### src/rtl/edge_det_pkg.sv
// Shared definitions for the multi-channel edge detector.
// Per-channel mode encodings and a constant clog2 used for counter widths.
package edge_det_pkg;

  localparam logic [1:0] MODE_OFF  = 2'b00;
  localparam logic [1:0] MODE_RISE = 2'b01;
  localparam logic [1:0] MODE_FALL = 2'b10;
  localparam logic [1:0] MODE_BOTH = 2'b11;

  // Bits needed to hold values 0..v-1. Never returns less than 1 so that
  // counters for tiny ranges still get a legal width.
  function automatic int clog2(input int v);
    int r;
    int x;
    r = 0;
    x = v - 1;
    while (x > 0) begin
      r = r + 1;
      x = x >> 1;
    end
    return (r < 1) ? 1 : r;
  endfunction

endpackage

### src/rtl/edge_det_chan.sv
// One edge-detector channel: synchroniser, debounce filter, mode-qualified
// edge detect, registered pulse, sticky pending flag.
// Optional saturating edge counter built only when EDGE_CNT_EN is defined;
// otherwise cnt is tied to zero and no counter flops exist.
module edge_det_chan
  import edge_det_pkg::*;
#(
  parameter int SYNC_STAGES = 2,
  parameter int DEBOUNCE    = 4,
  parameter int CNT_W       = 8
) (
  input  logic             clk,
  input  logic             rst,
  input  logic             sig,
  input  logic [1:0]       mode,
  input  logic             clr,
  output logic             level,
  output logic             pulse,
  output logic             pend,
  output logic [CNT_W-1:0] cnt
);

  localparam int              DB_W    = clog2(DEBOUNCE + 1);
  localparam logic [DB_W-1:0] DB_LAST = DB_W'(DEBOUNCE - 1);

  logic [SYNC_STAGES-1:0] sync_q;
  logic                   s;
  logic [DB_W-1:0]        db_cnt;
  logic                   toggle;
  logic                   rise_en;
  logic                   fall_en;
  logic                   qual;

  assign s = sync_q[SYNC_STAGES-1];

  // Synchroniser chain: bring the async pin into the clk domain.
  always_ff @(posedge clk) begin
    if (rst) sync_q <= '0;
    else     sync_q <= {sync_q[SYNC_STAGES-2:0], sig};
  end

  // Decode mode into rise/fall enables and qualify the toggle. Mode is live,
  // so a change takes effect on the very next toggle.
  always_comb begin
    rise_en = 1'b0;
    fall_en = 1'b0;
    case (mode)
      MODE_OFF:  begin rise_en = 1'b0; fall_en = 1'b0; end
      MODE_RISE: begin rise_en = 1'b1; fall_en = 1'b0; end
      MODE_FALL: begin rise_en = 1'b0; fall_en = 1'b1; end
      MODE_BOTH: begin rise_en = 1'b1; fall_en = 1'b1; end
      default:   begin rise_en = 1'b0; fall_en = 1'b0; end
    endcase
    toggle = (s != level) && (db_cnt == DB_LAST);
    qual   = (toggle && s && rise_en) || (toggle && !s && fall_en);
  end

  // Debounce: count consecutive samples disagreeing with the stable level;
  // any agreeing sample restarts the count, the DEBOUNCE-th flips the level.
  always_ff @(posedge clk) begin
    if (rst) begin
      level  <= 1'b0;
      db_cnt <= '0;
    end else if (s == level) begin
      db_cnt <= '0;
    end else if (toggle) begin
      level  <= s;
      db_cnt <= '0;
    end else begin
      db_cnt <= db_cnt + DB_W'(1);
    end
  end

  // Registered pulse and sticky pending; a same-cycle edge beats clr.
  always_ff @(posedge clk) begin
    if (rst) begin
      pulse <= 1'b0;
      pend  <= 1'b0;
    end else begin
      pulse <= qual;
      pend  <= qual | (pend & ~clr);
    end
  end

`ifdef EDGE_CNT_EN
  // Saturating qualified-edge counter; clr with an edge leaves a count of 1.
  always_ff @(posedge clk) begin
    if (rst)              cnt <= '0;
    else if (clr)         cnt <= qual ? CNT_W'(1) : '0;
    else if (qual && (cnt != {CNT_W{1'b1}}))
                          cnt <= cnt + CNT_W'(1);
  end
`else
  assign cnt = '0;
`endif

endmodule

### src/rtl/edge_det_multi.sv
// Multi-channel edge detector top: N independent channels plus a
// registered OR of the pending flags as the controller interrupt.
// Optional feature macro: EDGE_CNT_EN (per-channel saturating edge counters).
module edge_det_multi #(
  parameter int N           = 4,
  parameter int SYNC_STAGES = 2,
  parameter int DEBOUNCE    = 4,
  parameter int CNT_W       = 8
) (
  input  logic               clk,
  input  logic               rst,
  input  logic [N-1:0]       sig_in,
  input  logic [2*N-1:0]     mode,
  input  logic [N-1:0]       clr,
  output logic [N-1:0]       level_out,
  output logic [N-1:0]       edge_pulse,
  output logic [N-1:0]       pending,
  output logic               irq,
  output logic [N*CNT_W-1:0] edge_cnt
);

  for (genvar i = 0; i < N; i++) begin : g_chan
    edge_det_chan #(
      .SYNC_STAGES(SYNC_STAGES),
      .DEBOUNCE   (DEBOUNCE),
      .CNT_W      (CNT_W)
    ) u_chan (
      .clk  (clk),
      .rst  (rst),
      .sig  (sig_in[i]),
      .mode (mode[2*i +: 2]),
      .clr  (clr[i]),
      .level(level_out[i]),
      .pulse(edge_pulse[i]),
      .pend (pending[i]),
      .cnt  (edge_cnt[i*CNT_W +: CNT_W])
    );
  end

  // Interrupt lags pending by one cycle so it comes straight off a flop.
  always_ff @(posedge clk) begin
    if (rst) irq <= 1'b0;
    else     irq <= |pending;
  end

endmodule

### config.mk
export PLATFORM = sky130hd
export DESIGN_NAME = edge_det_multi
export DESIGN_NICKNAME = d
export VERILOG_FILES = /design/src/rtl/edge_det_pkg.sv /design/src/rtl/edge_det_chan.sv /design/src/rtl/edge_det_multi.sv
export SDC_FILE = /design/constraint.sdc
export NUM_CORES = 1
export LEC_CHECK = 0
export ABC_CLOCK_PERIOD_IN_PS = 1800
export CAP_MARGIN = 20
export CORE_MARGIN = 10
export CORE_UTILIZATION = 42
export DETAILED_ROUTE_END_ITERATION = 10
export GPL_TIMING_DRIVEN = 0
export PLACE_DENSITY = 0.77
export SETUP_SLACK_MARGIN = 0.3
export SLEW_MARGIN = 10
export SYNTH_ARGS = -nofsm -noshare
export SYNTH_HDL_FRONTEND = slang
export SYNTH_HIERARCHICAL = 1
export SYNTH_SLANG_ARGS = --single-unit
export TNS_END_PERCENT = 100
### constraint.sdc
create_clock -name clk -period 1.8 [get_ports clk]
set_input_delay 0.27 -clock clk [delete_from_list [all_inputs] [get_ports clk]]
set_output_delay 0.27 -clock clk [all_outputs]
set_load 0.01 [all_outputs]
# Yosys cells after proc, flatten, opt, wreduce, memory -nomap -nowiden
# Index checks and enable logic that the tools add are counted.
[classes] addsub=4 eq_ne=24 mux=8 bitwise_logic=16 reduce_logical=57
[ops] op="$reduce_or A2 Y1" n=16
[ops] op="$logic_and A1 B1 Y1" n=20
[ops] op="$eq A2 B2 Y1 const B" n=8
[ops] op="$pmux W1 S2" n=8
[ops] op="$add A3 B1 Y3 const B" n=4
[ops] op="$eq A3 B2 Y1 const B" n=4
[ops] op="$reduce_or A3 Y1" n=4
[ops] op="$eq A2 B1 Y1 const B" n=4
[ops] op="$logic_not A2 Y1" n=4
[ops] op="$not A1 Y1" n=8
[ops] op="$reduce_and A2 Y1" n=4
[ops] op="$and A1 B1 Y1" n=4
[ops] op="$eq A1 B1 Y1" n=4
[ops] op="$logic_not A1 Y1" n=4
[ops] op="$logic_or A1 B1 Y1" n=4
[ops] op="$ne A1 B1 Y1" n=4
[ops] op="$or A1 B1 Y1" n=4
[ops] op="$reduce_or A4 Y1" n=1
[totals] ff_bits=33 out_inout_bits=45

# Logic depth before layout (Yosys ltp)
[depth] word_depth=6 mapped_depth=5 ltp_nobuf=5

# Modules after synthesis
# The synthesis kept the hierarchy.
[by_module_without_submodules] module="edge_det_chan" instances=4 cells_per_inst=36 area_each_um2=359.1 seq_area_each_um2=160.2
[by_module_without_submodules] module="edge_det_multi" instances=1 cells_per_inst=3 area_each_um2=30.0 seq_area_each_um2=20.0

# Worst setup path after synthesis
# OpenSTA, ideal clock, no wires.
[synth_path] path_type="reg2reg" from="register g_chan[0].u_chan.db_cnt[0]" to="register g_chan[0].u_chan.db_cnt[0]" setup_ns=0.063 arrival_ns=1.175 path_slack_ns=0.563 stages_incl_launch_ff=5 n_path_buf=0 synth_period_minus_slack_ns=1.237 cell_sequence="dfxtp_1 -> ha_1 -> ha_1 -> or3_4 -> nor2_2"
[synth_between] elab_chain_len=3
[synth_lines] item="start, declared" line_no="edge_det_chan.sv:28" rtl="logic [DB_W-1:0] db_cnt;"
[synth_lines] item="start signal, assigned" line_no="edge_det_chan.sv:70" rtl="db_cnt <= db_cnt + DB_W'(1);"
[synth_lines] item="$eq A3 B2 Y1" line_no="edge_det_chan.sv:54" rtl="toggle = (s != level) && (db_cnt == DB_LAST);"
[synth_lines] item="$logic_and A1 B1 Y1" line_no="edge_det_chan.sv:54"
[synth_lines] item="$reduce_or A3 Y1 (no line)"
# Parallel ways exist; a longest one is shown, timed or not.
# A chain may end at the register's enable or synchronous reset.

# Worst setup path after layout
[layout_path] from="register g_chan[3].u_chan.pulse" to="output port edge_pulse[3]"
[layout_lines] item="start, declared" line_no="edge_det_chan.sv:18" rtl="output logic pulse,"
[layout_lines] item="start signal, assigned" line_no="edge_det_chan.sv:80" rtl="pulse <= qual;"
[layout_lines] item="end, declared" line_no="edge_det_multi.sv:16" rtl="output logic [N-1:0] edge_pulse,"
# No word-level cell between the ends.

==> results_tabular.tex <==
\begin{tabular}{lr}
\hline
Metric & Value \\
\hline
\multicolumn{2}{l}{\textbf{Status}} \\
\quad Result of the run & finished clean \\
\multicolumn{2}{l}{\textbf{Clock tree}} \\
\quad Clock-pin slew on the worst setup and hold paths & around 0.09 ns \\
\quad Deepest level of the CTS H-tree & 2 \\
\quad Library cell used as clock root buffer & clkbuf\_4 \\
\quad Total CTS buffers & 5 \\
\quad Post-CTS Setup Inserts & 0 \\
\quad TritonCTS clock tree & built \\
\quad Maximum clock insertion buffer count & 2 \\
\quad CTS Sinks & 33 \\
\quad Hold buffer count at CTS & 0 \\
\quad Clk\_lat worst skew & 0.31 ns \\
\multicolumn{2}{l}{\textbf{Synthesis}} \\
\quad Commonest cells in the netlist & 33 x dfxtp\_1, 32 x buf\_4, 12 x nor2\_2, 9 x nor2\_1 \\
\quad Mapped Avg Cell Area & 9.98 um2 \\
\quad Number of unique standard cell types used by synthesis & 16 \\
\quad Most common cell in the synthesized netlist & dfxtp\_1 \\
\quad Cells after synthesis & 147 \\
\quad Top cell type's share of synthesized area & 0.451 \\
\quad Post-synthesis async set-or-reset flop share & 0 \\
\quad Total of warnings raised by yosys & 6 \\
\quad Post-synth EDFFs & 0 \\
\quad Synth Cell Area & 0.00147 mm2 \\
\quad Area leader, netlist & dfxtp\_1 \\
\quad Register bit count reported by yosys & 33 \\
\quad Top post-synthesis cells by area & dfxtp\_1 45\%, buf\_4 16\%, ha\_1 6.8\% \\
\quad Part of the Yosys area used for sequential elements & 0.451 \\
\quad Top\_reg\_cell synth & dfxtp\_1 \\
\multicolumn{2}{l}{\textbf{Setup path}} \\
\quad Endpoint of the worst setup timing path & edge\_pulse[3] \\
\quad Slowest library cell on the worst path & clkdlybuf4s50\_1 \\
\quad Required time of the critical path & 1.53 ns \\
\quad Worst setup EP type & output port \\
\quad Crit. path cell count & 1 \\
\quad Family with the most delay on the worst path & buffers and inverters \\
\quad Crit path DAT & approximately 1.2 ns \\
\quad Worst reg2reg endpoint & g\_chan[0].u\_chan/db\_cnt[2]\$\_SDFF\_PP0\_ \\
\quad Number of buffer and inverter stages on the critical path & 1 \\
\quad CP peak stage delay & 0.54 ns \\
\quad CP max FO & 1 \\
\quad Ordered cell list for the critical path & clkdlybuf4s50\_1 \\
\quad FF-to-FF path depth & 4 \\
\quad Kind of critical path & reg2out \\
\quad Startpoint class of the critical path & flop \\
\quad Slack of the worst reg-to-reg path & 0.49 ns \\
\quad Critical path startpoint & g\_chan[3].u\_chan/pulse\$\_SDFF\_PP0\_ \\
\quad Reg2reg start & g\_chan[0].u\_chan/db\_cnt[0]\$\_SDFF\_PP0\_ \\
\multicolumn{2}{l}{\textbf{GRT}} \\
\quad Global-route met2 utilization & 0.143 \\
\quad Initial antenna violation count & 0 \\
\quad Global-route wire length before repair & 4290 um \\
\quad Overflow left after global routing & 0 \\
\quad Fraction of met1 tracks used by global routing & 0.0843 \\
\quad Met3 GRT Util & 0.0495 \\
\quad Most utilized layer in the global route result & met2 \\
\quad Overall global routing resource usage & 0.0854 \\
\quad Largest net degree at the start of global routing & 26 \\
\quad Number of global-route vias before repair & 952 \\
\multicolumn{2}{l}{\textbf{STA}} \\
\quad Final hold violation count & 0 \\
\quad Worst Slack Setup Final & 0.372 ns \\
\quad Worst Skew & 0.000905 ns \\
\quad Worst slew slack as a fraction of its limit & 0.457 \\
\quad Fmax & 700 MHz \\
\quad Actual slew at the worst max-slew pin & 0.815 ns \\
\quad Post-Route Hold Slack & 0.432 ns \\
\quad Final sum of negative setup slack & 0 ns \\
\quad Post-route clock period utilization & 0.793 \\
\quad RSZ-0062 raised after global routing & false \\
\quad Max-slew violation total from the final report & 0 \\
\quad Final min period & 1.43 ns \\
\quad Setup violators final & 0 \\
\multicolumn{2}{l}{\textbf{Die}} \\
\quad Horizontal die dimension & slightly below 80 um \\
\quad Starting utilization of the core area & 0.436 \\
\quad Core area & 0.00336 mm2 \\
\quad Chip Height & 79.1 um \\
\quad Number of placement rows & 21 \\
\quad Ports & 63 \\
\quad Die Area & 0.00626 mm2 \\
\multicolumn{2}{l}{\textbf{Drt}} \\
\quad Wire length reported by the detailed router & 2590 um \\
\quad Initial detailed-routing violation count & 54 \\
\quad Via count normalized by instance count & around 3.8 \\
\quad DRC & 0 \\
\quad Average routed wire per standard cell & 10.0 um \\
\quad Total number of vias & 980 \\
\quad Router iterations before antenna repair & 4 \\
\quad Count of antenna-violating nets left after detailed routing & 0 \\
\multicolumn{2}{l}{\textbf{Placed design}} \\
\quad Port buffer count & 30 \\
\quad Post-placement setup slack & -0.108 ns \\
\quad Final weighted congestion in routability-driven placement & 0.668 \\
\quad Number of placed instances with taps included & 251 \\
\quad Half-perimeter wire length after detailed placement & 2130 um \\
\multicolumn{2}{l}{\textbf{Worst hold path}} \\
\quad Worst Hold Path Cells & 1 \\
\quad Type of the tightest min-delay check & reg2reg \\
\multicolumn{2}{l}{\textbf{Layout}} \\
\quad Final design utilization & 0.590 \\
\quad NumNets Final & between 200 and 250 \\
\quad Final cell count without fillers & 258 \\
\quad Total inserted antenna cells & 0 \\
\quad Fill count & 340 \\
\quad Ratio of cells with drive above 1 in the final layout & 0.264 \\
\quad Area added between synthesis and finish & 35.3\% \\
\quad Multi-input gate area & $\sim$640 um2 \\
\quad Footprint of the flip-flops and latches & 663 um2 \\
\multicolumn{2}{l}{\textbf{Power and ir drop}} \\
\quad Worst IR Drop VDD & 0.389 mV \\
\quad Power per unit of standard cell area & 655 mW/mm2 \\
\quad Static Leak & 0.984 nW \\
\multicolumn{2}{l}{\textbf{Job}} \\
\quad \# Max-Cap Violations & 0 \\
\hline
\end{tabular}
[sequential cells by signal, indices dropped and copies added, names as in the netlist]
name and count:
g_chan.u_chan/db_cnt 12, g_chan.u_chan/sync_q 8, g_chan.u_chan/level 4, g_chan.u_chan/pend 4
g_chan.u_chan/pulse 4, irq 1
[logic make-up after synthesis]
logic type      count (synthesis)  share of synthesized area
mux                             4                     0.0273
flops                          33                      0.451
fa+ha+maj                       8                     0.0683
xor+xnor                        4                     0.0239
compound gates                  8                     0.0341
simple gates                   46                      0.201
other cells                     4                     0.0102
buf+inv                        40                      0.184
[how the worst min path moves through the flow]
stage                                                startpoint                               endpoint  slack [ns]
final                     g_chan[3].u_chan/db_cnt[0]$_SDFF_PP0_  g_chan[3].u_chan/db_cnt[0]$_SDFF_PP0_        0.43
after global routing      g_chan[2].u_chan/db_cnt[0]$_SDFF_PP0_  g_chan[2].u_chan/db_cnt[0]$_SDFF_PP0_        0.45
after CTS                 g_chan[3].u_chan/db_cnt[0]$_SDFF_PP0_  g_chan[3].u_chan/db_cnt[0]$_SDFF_PP0_        0.43
after detailed placement  g_chan[2].u_chan/db_cnt[0]$_SDFF_PP0_  g_chan[2].u_chan/db_cnt[0]$_SDFF_PP0_        0.42
after global placement    g_chan[1].u_chan/sync_q[0]$_SDFF_PP0_  g_chan[1].u_chan/sync_q[1]$_SDFF_PP0_        0.42
after floorplan                                             rst  g_chan[0].u_chan/sync_q[0]$_SDFF_PP0_        0.34
[worst reg2reg max path: cells and delay by family (launching register included)]
kind                       cells  cell delay (ns)
DFF                            1             0.33
and+or+nand+nor                2             0.50
adders and majority gates      2             0.42
[repair_timing]
item	CTS	global route
pin swaps	0	0
setup endpoints to repair	21	3
gates resized for setup	10	3
[per-layer routing]
| metal | part of all wire | vias to the layer above |
|---|---|---|
| li1 | - | 533 |
| met1 | 0.40 | 415 |
| met2 | 0.51 | 28 |
| met3 | 0.084 | 4 |
| met4 | 0.010 | 0 |
| met5 | 0 | - |
[cells in the final DEF, fill, tap and decap left out, types with 3 or more instances in the layout]
| cell type | instances |
|---|---|
| dlygate4sd2_1 | 8 |
| nor2_2 | 12 |
| nor2_1 | 9 |
| or3_4 | 4 |
| inv_1 | 8 |
| nor2b_1 | 8 |
| xnor2_1 | 4 |
| nand2b_1 | 4 |
| dfxtp_1 | 31 |
| mux2i_1 | 4 |
| nand3b_1 | 8 |
| a21oi_1 | 4 |
| dlymetal6s2s_1 | 3 |
| conb_1 | 32 |
| clkbuf_4 | 5 |
| a21o_1 | 4 |
| clkdlybuf4s50_1 | 19 |
| buf_4 | 32 |
| ha_1 | 8 |
[power breakdown]
group / internal [W] / switching, W / leakage, nW
combinational: 0.0000912 / 0.0000616 / 0.684
sequential: 0.000741 / 0.00000656 / 0.269
clock: 0.000184 / 0.000216 / 0.0314
[area by class of cell]
cell class,count,area share
sequential,33,0.334
multi-input combinational,102,0.323
timing repair buffer,30,0.150
buffer,32,0.121
tap,46,0.0290
clock buffer,7,0.0277
inverter,8,0.0151
[stage by stage]
| stage | cell area (um2) | total power [W] |
|---|---|---|
| floorplan | 1570 | 0.000866 |
| global placement | 1930 | 0.000913 |
| detailed placement | 1930 | 0.000914 |
| CTS | 1980 | 0.00132 |
| global route | 1980 | 0.00137 |
| finish | 1980 | 0.00130 |
Power figures use the tool's default switching activity.
